==> src/rtl/state_dump_unit_pkg.sv <==
// state_dump_unit_pkg: shared FSM encoding, header magic and default geometry for the state dump unit.
package state_dump_unit_pkg;

    typedef enum logic [2:0] {IDLE, HDR, REG, MEM, CSUM, FIN} state_t;

    localparam logic [15:0] HDR_MAGIC        = 16'hD05E;
    localparam int          DEF_NUM_REGS     = 32;
    localparam int          DEF_DM_BASE_WORD = 20;
    localparam int          DEF_DM_WORDS     = 2;
    localparam int          DEF_DM_AW        = 10;

    function automatic logic [31:0] hdr_word(input int num_regs, input int dm_words);
        return {HDR_MAGIC, 8'(num_regs), 8'(dm_words)};
    endfunction

endpackage

==> src/rtl/state_dump_unit_if.sv <==
// state_dump_unit_if: valid/ready word stream carrying the dump.
//   valid : data/last hold a word
//   ready : consumer takes the word this cycle
//   data  : stream word
//   last  : marks the checksum word closing a dump
interface state_dump_unit_if;
    logic        valid;
    logic        ready;
    logic [31:0] data;
    logic        last;

    modport master (output valid, output data, output last, input ready);
    modport slave  (input valid, input data, input last, output ready);
endinterface

==> src/rtl/state_dump_unit_dump_out_reg.sv <==
// dump_out_reg: one-word output slot with valid/ready hold plus running XOR checksum.
//   clk, rst        : clock, async active-low reset
//   clr             : clear the checksum for a new dump
//   load            : write load_data/load_last into the slot (only issued when free)
//   free            : slot empty or being handed off this cycle
//   csum            : XOR of every non-last word loaded since clr
//   out             : stream master side
module dump_out_reg (
    input  logic        clk,
    input  logic        rst,
    input  logic        clr,
    input  logic        load,
    input  logic [31:0] load_data,
    input  logic        load_last,
    output logic        free,
    output logic [31:0] csum,
    state_dump_unit_if.master out
);

    assign free = !out.valid || out.ready;

    always_ff @(posedge clk or negedge rst) begin
        if (!rst) begin
            out.valid <= 1'b0;
            out.data  <= '0;
            out.last  <= 1'b0;
            csum      <= '0;
        end else begin
            if (load) begin
                out.valid <= 1'b1;
                out.data  <= load_data;
                out.last  <= load_last;
            end else if (out.ready) begin
                out.valid <= 1'b0;
                out.last  <= 1'b0;
            end
            // the checksum word itself is never folded into the sum
            if (clr)
                csum <= '0;
            else if (load && !load_last)
                csum <= csum ^ load_data;
        end
    end

endmodule

==> src/rtl/state_dump_unit.sv <==
// state_dump_unit: walks RF and a DM window on start and streams header, words and XOR checksum.
//   clk, rst          : clock, async active-low reset
//   start             : request a dump (ignored unless idle)
//   busy, done        : dump in progress / one-cycle completion pulse
//   rf_addr, rf_data  : spare RF read port (async read)
//   dm_addr, dm_data  : spare DM read port (async read)
//   out               : valid/ready word stream
module state_dump_unit
    import state_dump_unit_pkg::*;
#(
    parameter int NUM_REGS     = DEF_NUM_REGS,
    parameter int DM_BASE_WORD = DEF_DM_BASE_WORD,
    parameter int DM_WORDS     = DEF_DM_WORDS,
    parameter int DM_AW        = DEF_DM_AW
) (
    input  logic             clk,
    input  logic             rst,
    input  logic             start,
    output logic             busy,
    output logic             done,
    output logic [4:0]       rf_addr,
    input  logic [31:0]      rf_data,
    output logic [DM_AW-1:0] dm_addr,
    input  logic [31:0]      dm_data,
    state_dump_unit_if.master out
);

    localparam logic [31:0] HDR_WORD = hdr_word(NUM_REGS, DM_WORDS);
    localparam logic [15:0] LAST_REG = 16'(NUM_REGS - 1);
    localparam logic [15:0] LAST_MEM = 16'(DM_WORDS - 1);

    state_t      state;
    logic [15:0] idx;
    logic        free, load, load_last;
    logic [31:0] load_data, csum;

    always_comb begin
        load      = free && (state == HDR || state == REG || state == MEM || state == CSUM);
        load_last = state == CSUM;
        load_data = state == HDR ? HDR_WORD :
                    state == REG ? (idx == '0 ? '0 : rf_data) :
                    state == MEM ? dm_data : csum;
    end

    // addresses are registered one step ahead so the async read data is ready when the slot frees
    always_ff @(posedge clk or negedge rst) begin
        if (!rst) begin
            state   <= IDLE;
            idx     <= '0;
            busy    <= 1'b0;
            done    <= 1'b0;
            rf_addr <= '0;
            dm_addr <= '0;
        end else begin
            done <= 1'b0;
            case (state)
                IDLE: if (start) begin
                    state <= HDR;
                    busy  <= 1'b1;
                end
                HDR: if (free) begin
                    idx     <= '0;
                    rf_addr <= '0;
                    state   <= REG;
                end
                REG: if (free) begin
                    if (idx == LAST_REG) begin
                        idx   <= '0;
                        state <= (DM_WORDS == 0) ? CSUM : MEM;
                        if (DM_WORDS != 0) dm_addr <= DM_AW'(DM_BASE_WORD);
                    end else begin
                        idx     <= idx + 16'd1;
                        rf_addr <= 5'(idx + 16'd1);
                    end
                end
                MEM: if (free) begin
                    if (idx == LAST_MEM) begin
                        state <= CSUM;
                    end else begin
                        idx     <= idx + 16'd1;
                        dm_addr <= DM_AW'(DM_BASE_WORD + 32'(idx) + 1);
                    end
                end
                CSUM: if (free) state <= FIN;
                FIN: if (out.ready) begin
                    busy  <= 1'b0;
                    done  <= 1'b1;
                    state <= IDLE;
                end
                default: state <= IDLE;
            endcase
        end
    end

    dump_out_reg u_out (
        .clk       (clk),
        .rst       (rst),
        .clr       (state == IDLE && start),
        .load      (load),
        .load_data (load_data),
        .load_last (load_last),
        .free      (free),
        .csum      (csum),
        .out       (out)
    );

endmodule

==> src/flat_wrapper.sv <==
// flat-port wrapper written by rule: the top's interface ports become plain ports
module state_dump_unit_flat import state_dump_unit_pkg::*;
#(
    parameter int NUM_REGS     = DEF_NUM_REGS,
    parameter int DM_BASE_WORD = DEF_DM_BASE_WORD,
    parameter int DM_WORDS     = DEF_DM_WORDS,
    parameter int DM_AW        = DEF_DM_AW
)
  (clk, rst, start, busy, done, rf_addr, rf_data, dm_addr, dm_data, out_valid, out_data, out_last, out_ready);
  state_dump_unit_if out_i ();
  input  logic clk;
  input  logic rst;
  input  logic start;
  output logic busy;
  output logic done;
  output logic [4:0] rf_addr;
  input  logic [31:0] rf_data;
  output logic [DM_AW-1:0] dm_addr;
  input  logic [31:0] dm_data;
  output wire logic [$bits(out_i.valid)-1:0] out_valid;
  output wire logic [$bits(out_i.data)-1:0] out_data;
  output wire logic [$bits(out_i.last)-1:0] out_last;
  input wire logic [$bits(out_i.ready)-1:0] out_ready;
  assign out_valid = out_i.valid;
  assign out_data = out_i.data;
  assign out_last = out_i.last;
  assign out_i.ready = out_ready;
  state_dump_unit #(.NUM_REGS(NUM_REGS), .DM_BASE_WORD(DM_BASE_WORD), .DM_WORDS(DM_WORDS), .DM_AW(DM_AW)) u_core (.clk(clk), .rst(rst), .start(start), .busy(busy), .done(done), .rf_addr(rf_addr), .rf_data(rf_data), .dm_addr(dm_addr), .dm_data(dm_data), .out(out_i));
endmodule
==> config.mk <==
export PLATFORM = sky130hd
export DESIGN_NAME = state_dump_unit_flat
export DESIGN_NICKNAME = d
export VERILOG_FILES = /design/src/rtl/state_dump_unit_pkg.sv /design/src/rtl/state_dump_unit_if.sv /design/src/rtl/state_dump_unit_dump_out_reg.sv /design/src/rtl/state_dump_unit.sv /design/src/flat_wrapper.sv
export SDC_FILE = /design/constraint.sdc
export NUM_CORES = 1
export LEC_CHECK = 0
export CAP_MARGIN = 25
export CORE_ASPECT_RATIO = 0.5
export CORE_MARGIN = 2
export CORE_UTILIZATION = 50
export DETAILED_ROUTE_END_ITERATION = 7
export GPL_TIMING_DRIVEN = 1
export PLACE_DENSITY = 0.9
export SLEW_MARGIN = 20
export SYNTH_ARGS = -nofsm -noshare
export SYNTH_HDL_FRONTEND = slang
export SYNTH_SLANG_ARGS = --single-unit
==> constraint.sdc <==
create_clock -name clk -period 2.6 [get_ports clk]
set_input_delay 0.52 -clock clk [delete_from_list [all_inputs] [get_ports clk]]
set_output_delay 0.52 -clock clk [all_outputs]
set_load 0.1 [all_outputs]
# [Word level (Yosys, flattened, before mapping)]
# Cells that the tools add are included.
# Widths: inputs -> output; s select.
[op_classes] addsub=3 n_mul=0 div_mod_pow=0 order_cmp=0 n_eq_ne=17 shift=0 mux=37 bitwise=1 n_reduce_logical=22
[op_table] op="$mux 32" n=6
[op_table] op="$mux 16" n=5
[op_table] op="$pmux 16 s3" n=1
[op_table] op="$mux 10" n=4
[op_table] op="$xor 32x32->32" n=1
[op_table] op="$mux 3" n=8
[op_table] op="$pmux 10 s2" n=1
[op_table] op="$pmux 3 s6" n=1
[op_table] op="$add 16x1->16 const B" n=1
[op_table] op="$eq 16x1->1 const B" n=1
[op_table] op="$eq 16x5->1 const B" n=1
[op_table] op="$logic_not 16->1" n=1
[op_table] op="$mux 5" n=3
[op_table] op="$ne 2x2->1 const B" n=6
[op_table] op="$add 10x1->10 const B" n=1
[op_table] op="$add 5x10->10 const A" n=1
[op_table] op="$pmux 5 s2" n=1
[op_table] op="$reduce_and 5->1" n=2
[op_table] op="$reduce_bool 2->1" n=5
[op_table] op="$ne 2x1->1 const B" n=4
[op_table] op="$reduce_and 8->1" n=1
[op_table] op="$eq 3x2->1 const B" n=2
[op_table] op="$eq 3x3->1 const B" n=2
[op_table] op="$mux 1" n=6
[op_table] op="9 further kinds" n=15
[word_totals] reg_bits=102 latchBits=0 mem_bits_rw=0 mem_bits_ro=0 elab_cells=90 n_memories=0

# [Depth between registers and ports, before layout]
# Gate-level depths: netlist of run 1.
[depth] word_depth=8 mapped_depth=8 mapped_depth_nobuf=7

# [Cells and area by module]
# From an unflattened synthesis of run 1, not the netlist that was laid out.
[hier_totals] hier_cells=601 area_unflattened_um2=5931.9
[by_module_without_submodules] module="dump_out_reg" instances=1 cells_per_inst=247 area_per_inst_um2=3130.5
[by_module_without_submodules] module="state_dump_unit" instances=1 cells_per_inst=354 area_per_inst_um2=2801.4

# [Worst setup path before layout of run 1]
# Ideal clock, no wire load.
[synth_path] kind="reg2reg" start="register u_core.u_out.out.valid" end="register u_core.u_out.csum[18]" setup_ns=0.134 arrival_time_ns=2.126 t_required_ns=2.466 path_slack_ns=0.340 path_stages_with_launch=7 path_buffers=3 path_cell_list="dfrtp_1 -> nor2b_1 -> or3_1 -> buf_2 -> buf_2 -> buf_1 -> o31ai_1"
[synth_between] elab_chain_cells=5
[synth_lines] element="start: declaration" line="state_dump_unit_if.sv:12" text="modport master (output valid, output data, output last, input ready);"
[synth_lines] element="start signal: assignment" line="state_dump_unit_dump_out_reg.sv:24" text="out.valid <= 1'b0;"
[synth_lines] element="start signal: assignment" line="state_dump_unit_dump_out_reg.sv:30" text="out.valid <= 1'b1;"
[synth_lines] element="start signal: assignment" line="state_dump_unit_dump_out_reg.sv:34" text="out.valid <= 1'b0;"
[synth_lines] element="$logic_not 1->1" line="state_dump_unit_dump_out_reg.sv:20" text="assign free = !out.valid || out.ready;"
[synth_lines] element="$logic_or 1x1->1" line="state_dump_unit_dump_out_reg.sv:20"
[synth_lines] element="$logic_and 1x1->1" line="state_dump_unit.sv:38" text="load = free && (state == HDR || state == REG || state == MEM || state == CSUM);"
[synth_lines] element="$logic_and 1x1->1" line="state_dump_unit_dump_out_reg.sv:40" text="else if (load && !load_last)"
[synth_lines] element="$reduce_bool 2->1 (no line)"
[synth_lines] element="end signal: assignment" line="state_dump_unit_dump_out_reg.sv:41" text="csum <= csum ^ load_data;"
[synth_lines] element="end: declaration" line="state_dump_unit_dump_out_reg.sv:16" text="output logic [31:0] csum,"
# No other way between the ends.
# A chain may end at the register's enable or synchronous reset.

# [Worst setup path after layout of run 1]
[layout_path] start="register u_core.idx[0]" end="register u_core.u_out.csum[13]"
[layout_between] elab_chain_cells=7
[layout_lines] element="start: declaration" line="state_dump_unit.sv:33" text="logic [15:0] idx;"
[layout_lines] element="start signal: assignment" line="state_dump_unit.sv:72" text="idx <= idx + 16'd1;"
[layout_lines] element="start signal: assignment" line="state_dump_unit.sv:80" text="idx <= idx + 16'd1;"
[layout_lines] element="$logic_not 16->1" line="state_dump_unit.sv:41" text="state == REG ? (idx == '0 ? '0 : rf_data) :"
[layout_lines] element="$mux 32 (2 in a row)" line="state_dump_unit.sv:41"
[layout_lines] element="$mux 32" line="state_dump_unit.sv:40" text="load_data = state == HDR ? HDR_WORD :"
[layout_lines] element="$xor 32x32->32" line="state_dump_unit_dump_out_reg.sv:41"
[layout_lines] element="$mux 32" line="state_dump_unit_dump_out_reg.sv:40"
[layout_lines] element="$mux 32" line="state_dump_unit_dump_out_reg.sv:38" text="if (clr)"
# No other way between the ends. The select of a mux whose other input is x is not followed.

==> summary.txt, run 1 <==
Status: finished, final reports clean
Crit share post-route: 88.60%
Commonest non-fill, non-tap cell in the layout: dfrtp_1
Antenna-violating nets left: 0
Largest fanout on the critical path: 10
Critical-path cell list: inv_1 > ha_1 > nor4b_1 > nand4_2 > a31oi_1 > o211ai_1 > o31ai_1
CP required: 2.85 ns
Slowest cell delay on critical path: 0.48 ns
# rows: 26
Core ar.: 10120 sq um
Routed Wire Length: 12760 microns
Clk buf depth: 2
Share of post-route cells with drive strength above 1: 15.71%
Starting DRC count in detailed routing: 300
Max-slew violation count: 0
Global-route wire length before repair: 20550 microns
Fmax: 434.1 MHz
Slowest-stage cell, CP: dfrtp_1
GRT Util Overall: 23.38%
Wire per inst: 16.29 microns
Final Non-Filler Cells: 783
Clk pin slew, worst setup/hold paths: 0.07 ns
Skew final: 0.007863 ns
Number of synthesized flops with an enable pin: 0
Initial antenna violation count: 0
Worst-Margin Slew: 0.6957 ns
Fin area: 6685 sq um
Max VDD drop: 0.4919 mV
Clock latency on the worst-skew pair: 0.35 ns
Final hold vios: 0
Yosys reg bits: 102
Die X: 147.7 microns
Die H: 75.85 microns
Min Clock Period, post-route: 2.303 ns
Worst path arrival time: 2.56 ns
Mapped Nets: 600
Final #Nets: 709
Worst setup EP type: flip-flop
Placed Area: 6387 sq um
Die area: 11200 sq um
Pleak: 2.893 nW
Register area share after synthesis: 49.44%
Commonest non-fill, non-tap cells in the layout: 102 x dfrtp_1, 94 x nand2_1, 70 x buf_4
DR DRC count: 0
Storage cell area: 2552 sq um
DP Cell Count: 767
Syn Inst Count: 529
CP Launch Type: flip-flop
Initial Util: 51.03%
Pre-antenna DRT Iters: 5
H-tree level count: 3
Multi-input gate area: 2404 sq um
Warnings from Yosys: 0
WS Path Type: reg -> reg
Routability Congestion: 0.8323
Fill count: 772
Worst hold slack: 0.1565 ns
Setup TNS: 0 ns
Post-CTS setup buffers: 0
Remaining Overflow, GRT: 0
Port bufs: 118
Dominant synthesized flop cell: dfrtp_1
CTS sink cnt: 102
Async S/R FF share, synth: 100.0%
DP HPWL: 9094 microns
Number of global-route vias before repair: 4142
RSZ-0062 raised after global routing: false
Worst Reg-to-Reg Cells: 7
Max-slew headroom: 53.52%
CTS tree: built
CTS Root Cell: clkbuf_16
Total vias in the final route: 4466
Min-Delay Path Class: in -> async
Maxcap violations: 0
Hold buffer count at cts: 0
Synth Cell Area: 5162 sq um
Boundary pin count: 119
CTS Buf Count: 9
Mean post-synth cell area: 9.759 sq um
Area delta synth->final: 29.50%
Post-CTS resize count: 0
Vias per std cell: 5.704
PwrDens: 751.6 nW/um^2
Netlist cell types: 51
Setup violators final: 0
Pin count of the biggest net entering global routing: 43
# diodes: 0
[state kept, by name, summed over array words and instances, names as in the netlist]
register,cells
u_core.rf_addr,5
u_core.u_out.csum,32
u_core.dm_addr,10
u_core.done,1
u_core.u_out.out.last,1
u_core.u_out.out.valid,1
u_core.idx,16
u_core.state,3
u_core.u_out.out.data,32
u_core.busy,1
[cells in the mapped netlist, types with 2 or more instances]
cell | count | area (sq um)
nand4_2 | 2 | 25.02
o21ai_0 | 45 | 225.2
clkbuf_1 | 17 | 63.81
buf_1 | 4 | 15.01
nand2b_1 | 6 | 37.54
nand3_1 | 11 | 55.05
o31ai_1 | 18 | 135.1
inv_1 | 8 | 30.03
and3_1 | 3 | 18.77
o2bb2ai_1 | 5 | 43.79
a31oi_1 | 10 | 62.56
nor4_1 | 6 | 37.54
nand2_1 | 94 | 352.8
xor2_1 | 7 | 61.31
nor2_1 | 17 | 63.81
nor3_2 | 2 | 20.02
a21o_1 | 4 | 30.03
nor4b_1 | 2 | 17.52
clkbuf_2 | 2 | 10.01
nor2b_1 | 3 | 18.77
o311ai_0 | 2 | 17.52
buf_2 | 15 | 75.07
nand4_1 | 3 | 18.77
nor3_1 | 4 | 20.02
a2bb2oi_1 | 10 | 87.58
a211oi_1 | 2 | 15.01
a32o_1 | 2 | 20.02
dfrtp_1 | 102 | 2552
a21oi_1 | 9 | 45.04
xnor2_1 | 28 | 245.2
o21ai_1 | 2 | 10.01
o211ai_1 | 11 | 82.58
a22oi_1 | 22 | 165.2
ha_1 | 3 | 37.54
o21ai_2 | 2 | 17.52
mux2i_1 | 3 | 30.03
buf_6 | 2 | 22.52
a22o_1 | 23 | 201.4
nor4_2 | 2 | 25.02
o22ai_1 | 2 | 12.51
and4_1 | 4 | 35.03
[layer usage]
metal / vias to the layer above / wire (microns) / global-route usage [%]
met3: 13 / 670 / 4.192
met1: 2164 / 5512 / 30.70
met2: 149 / 6439 / 40.83
met4: 0 / 133 / 7.265
li1: 2140 / - / -
met5: - / 0 / 0
[cell type report]
class / instances / share of cell area [%]
Multi-Input combinational cell: 379 / 35.95
Inverter: 8 / 0.4492
Tap cell: 140 / 2.620
Timing Repair Buffer: 138 / 18.34
Sequential cell: 102 / 38.18
Clock inverter: 6 / 1.029
Clock buffer: 10 / 3.425
[cells by family (layout without fill, tap and decap cells)]
family	after synthesis	count (layout)	synth area share [%]
flops	102	102	49.44
xor+xnor	35	35	5.938
compound gates	172	172	23.44
buf+inv	48	162	4.193
fa+ha+maj	3	3	0.7272
simple gates	165	165	15.46
mux	4	4	0.7998
[stage by stage]
stage | total power [mW] | setup WS (ns) | util, %
after floorplan | 3.267 | 0.3402 | -
after global placement | 3.649 | 0.2174 | 63.13
after detailed placement | 3.695 | 0.1537 | 63.13
after CTS | 5.050 | 0.3385 | 66.08
after global routing | 5.250 | 0.09752 | 66.08
final | 5.025 | 0.2965 | 66.08
[critical path, delay by kind of cell, from the launching register on]
family,cells,cell delay [ns]
flops,1,0.48
simple gates,2,0.82
buf+inv,1,0.10
compound gates,3,0.67
fa+ha+maj,1,0.15
[power by group]
part           total [mW]  switching [mW]  internal [mW]
registers            2.22           0.311           1.91
clock network        1.35           0.594          0.755
logic                1.46           0.937          0.521
total                5.02            1.84           3.18
[worst paths after layout]
path | from | end | slack (ns)
max | u_core.idx[0] | u_core.u_out.csum[13] | 0.30
min | rst | u_core.u_out.out.data[2] | 0.16
max reg2reg | u_core.idx[0] | u_core.u_out.csum[13] | 0.30
min reg2reg | u_core.u_out.csum[27] | u_core.u_out.csum[27] | 0.47
max in group asynchronous | rst | u_core.u_out.out.data[28] | 1.82
min in group clk | u_core.u_out.csum[27] | u_core.u_out.csum[27] | 0.47
No activity file was read; power rests on OpenSTA's default activity.
==> run 2, diff against run 1 <==
Settings changed: CORE_MARGIN 2 to 1, CORE_UTILIZATION 50 to 31, PLACE_DENSITY 0.9 to 0.64.
==> run 2 against run 1 <==
  * Clock power decreased by 8%
  * Maximum frequency decreased by 2.0%
  * Worst hold slack improved by 0.024 ns
  * First-iteration DRC count decreased by 19%
  * Core utilization decreased by 23 points
  * Flip-flop and latch count unchanged
  * Critical endpoint is now u_core.idx[14]
==> summary.txt, run 2 (synthesized netlist as in run 1, its figures left out) <==
Status: finished, final reports clean (unchanged)
Max-slew headroom: 61.20% (was 53.52%)
Port bufs: 118 (unchanged)
Maxcap violations: 0 (unchanged)
Core ar.: 15820 sq um (was 10120 sq um)
Initial antenna violation count: 0 (unchanged)
Clk pin slew, worst setup/hold paths: 0.07 ns (about the same)
# rows: 32 (was 26)
GRT Util Overall: 16.26% (was 23.38%)
CP required: 2.80 ns (was 2.85 ns)
Crit share post-route: 90.36% (was 88.60%)
Post-CTS resize count: 0 (unchanged)
Routed Wire Length: 13430 microns (was 12760 microns)
Final hold vios: 0 (unchanged)
PwrDens: 726.8 nW/um^2 (was 751.6 nW/um^2)
Flop pwr share: 44.7% (was 44.1%)
DP HPWL: 9744 microns (was 9094 microns)
Number of global-route vias before repair: 4393 (was 4142)
# diodes: 0 (unchanged)
Clock power frac: 25.2% (was 26.8%)
Antenna-violating nets left: 0 (unchanged)
Clk buf depth: 2 (unchanged)
Share of post-route cells with drive strength above 1: 15.97% (was 15.71%)
Slowest cell delay on critical path: 0.48 ns (about the same)
WS Path Type: reg -> reg (unchanged)
Largest fanout on the critical path: 9 (was 10)
Total vias in the final route: 4414 (was 4466)
Skew final: 0.01172 ns (was 0.007863 ns)
Pint: 3.112 mW (was 3.183 mW)
Storage cell area: 2552 sq um (unchanged)
Pleak: 2.888 nW (was 2.893 nW)
Initial Util: 32.64% (was 51.03%)
Sw power: 1.815 mW (was 1.842 mW)
Setup TNS: 0 ns (unchanged)
Pin count of the biggest net entering global routing: 43 (unchanged)
Critical-path cell list: ha_1 > and4_1 > and4_4 > a21oi_2 > nand3_1 > o311ai_0 (was inv_1 > ha_1 > nor4b_1 > nand4_2 > a31oi_1 > o211ai_1 > o31ai_1)
CTS sink cnt: 102 (unchanged)
CTS Buf Count: 9 (unchanged)
Fill count: 1541 (was 772)
CP Launch Type: flip-flop (unchanged)
Commonest non-fill, non-tap cell in the layout: dfrtp_1 (unchanged)
Remaining Overflow, GRT: 0 (unchanged)
Top flop regs: u_core.u_out.csum: 32 flops, u_core.u_out.out.data: 32 flops, u_core.idx: 16 flops (unchanged)
Die area: 17200 sq um (was 11200 sq um)
Setup violators final: 0 (unchanged)
Wire per inst: 15.50 microns (was 16.29 microns)
Place WS: 0.1293 ns (was 0.1537 ns)
Die H: 93.25 microns (was 75.85 microns)
Worst-Margin Slew: 0.5819 ns (was 0.6957 ns)
Multi-input gate area: 2409 sq um (was 2404 sq um)
Worst path arrival time: 2.55 ns (was 2.56 ns)
Pre-antenna DRT Iters: 4 (was 5)
Max VDD drop: 0.4097 mV (was 0.4919 mV)
Global-route wire length before repair: 22290 microns (was 20550 microns)
Final core occ: 42.86% (was 66.08%)
Switching portion of total power: 36.83% (was 36.65%)
Hold buffer count at cts: 0 (unchanged)
Total power: 4.927 mW (was 5.025 mW)
Fmax: 425.7 MHz (was 434.1 MHz)
Min-Delay Path Class: in -> async (unchanged)
Slowest-stage cell, CP: dfrtp_1 (unchanged)
Routability Congestion: 0.7910 (was 0.8323)
CTS Root Cell: clkbuf_16 (unchanged)
Starting DRC count in detailed routing: 244 (was 300)
Final #Nets: 711 (was 709)
Final worst slack: 0.2507 ns (was 0.2965 ns)
Max-slew violation count: 0 (unchanged)
CTS tree: built (unchanged)
RSZ-0062 raised after global routing: false (unchanged)
Worst setup EP type: flip-flop (unchanged)
Commonest non-fill, non-tap cells in the layout: 102 x dfrtp_1, 94 x nand2_1, 72 x buf_4 (was 102 x dfrtp_1, 94 x nand2_1, 70 x buf_4)
Gate power share: 30.1% (was 29.0%)
Post-CTS setup buffers: 0 (unchanged)
Worst Reg-to-Reg Cells: 6 (was 7)
Area delta synth->final: 31.31% (was 29.50%)
DR DRC count: 0 (unchanged)
Boundary pin count: 119 (unchanged)
H-tree level count: 3 (unchanged)
Clock latency on the worst-skew pair: 0.34 ns (was 0.35 ns)
Vias per std cell: 5.097 (was 5.704)
Min Clock Period, post-route: 2.349 ns (was 2.303 ns)
Die X: 184.5 microns (was 147.7 microns)
Worst hold slack: 0.1802 ns (was 0.1565 ns)
==> run 2: cell count changes in the layout (fill, tap and decap cells not counted), sizes merged <==
cell and change:
clkbuf +3, inv -3, buf +2, bufinv -1
clkinvlp +1
==> run 2: metal layers <==
layer	GRT usage (%)	vias up	part of all wire [%]
met5	0	-	0
met4	3.403	0	0.73
met3	2.648	9	3.2
met2	27.39	85	50
met1	22.04	2178	46
li1	-	2142	-
==> run 2: worst max-delay path, delay by kind of cell, from the launching register on <==
family                   cells  cell delay, ns
AO/OA/AOI/OAI                2            0.72
AND/OR/NAND/NOR              3            0.67
flip-flops                   1            0.48
adder cells (fa/ha/maj)      1            0.34
==> run 2: power by group through the flow <==
| stage | clock [mW] | sequential, mW | combinational (mW) |
|---|---|---|---|
| finish | 1.24 | 2.20 | 1.48 |
| global route | 1.33 | 2.24 | 1.58 |
| CTS | 1.27 | 2.20 | 1.49 |
| detailed placement | 0 | 2.21 | 1.50 |
| global placement | 0 | 2.22 | 1.47 |
| floorplan | 0 | 2.68 | 0.591 |
==> run 2: area by class of cell <==
type,instances,area share [%]
flip-flops and latches,102,37.65
clock buffers,13,3.691
clock inverters,3,0.2953
multi-input cells,379,35.53
inverters,8,0.4430
repair buffers,140,18.31
well taps,221,4.079
==> run 2: final timing paths <==
check,from,to,slack (ns)
worst max-delay path,u_core.idx[0],u_core.idx[14],0.25
worst min-delay path,rst,u_core.u_out.out.data[24],0.18
worst max register to register,u_core.idx[0],u_core.idx[14],0.25
worst min register to register,u_core.u_out.csum[12],u_core.u_out.csum[12],0.47
max in group asynchronous,rst,u_core.idx[7],1.69
min in group clk,u_core.u_out.csum[12],u_core.u_out.csum[12],0.47
==> run 2: per-stage QoR <==
stage	cells	area [sq um]
finish	866	6779
global route	866	6779
CTS	866	6779
detailed placement	850	6509
global placement	850	6509
floorplan	529	5162
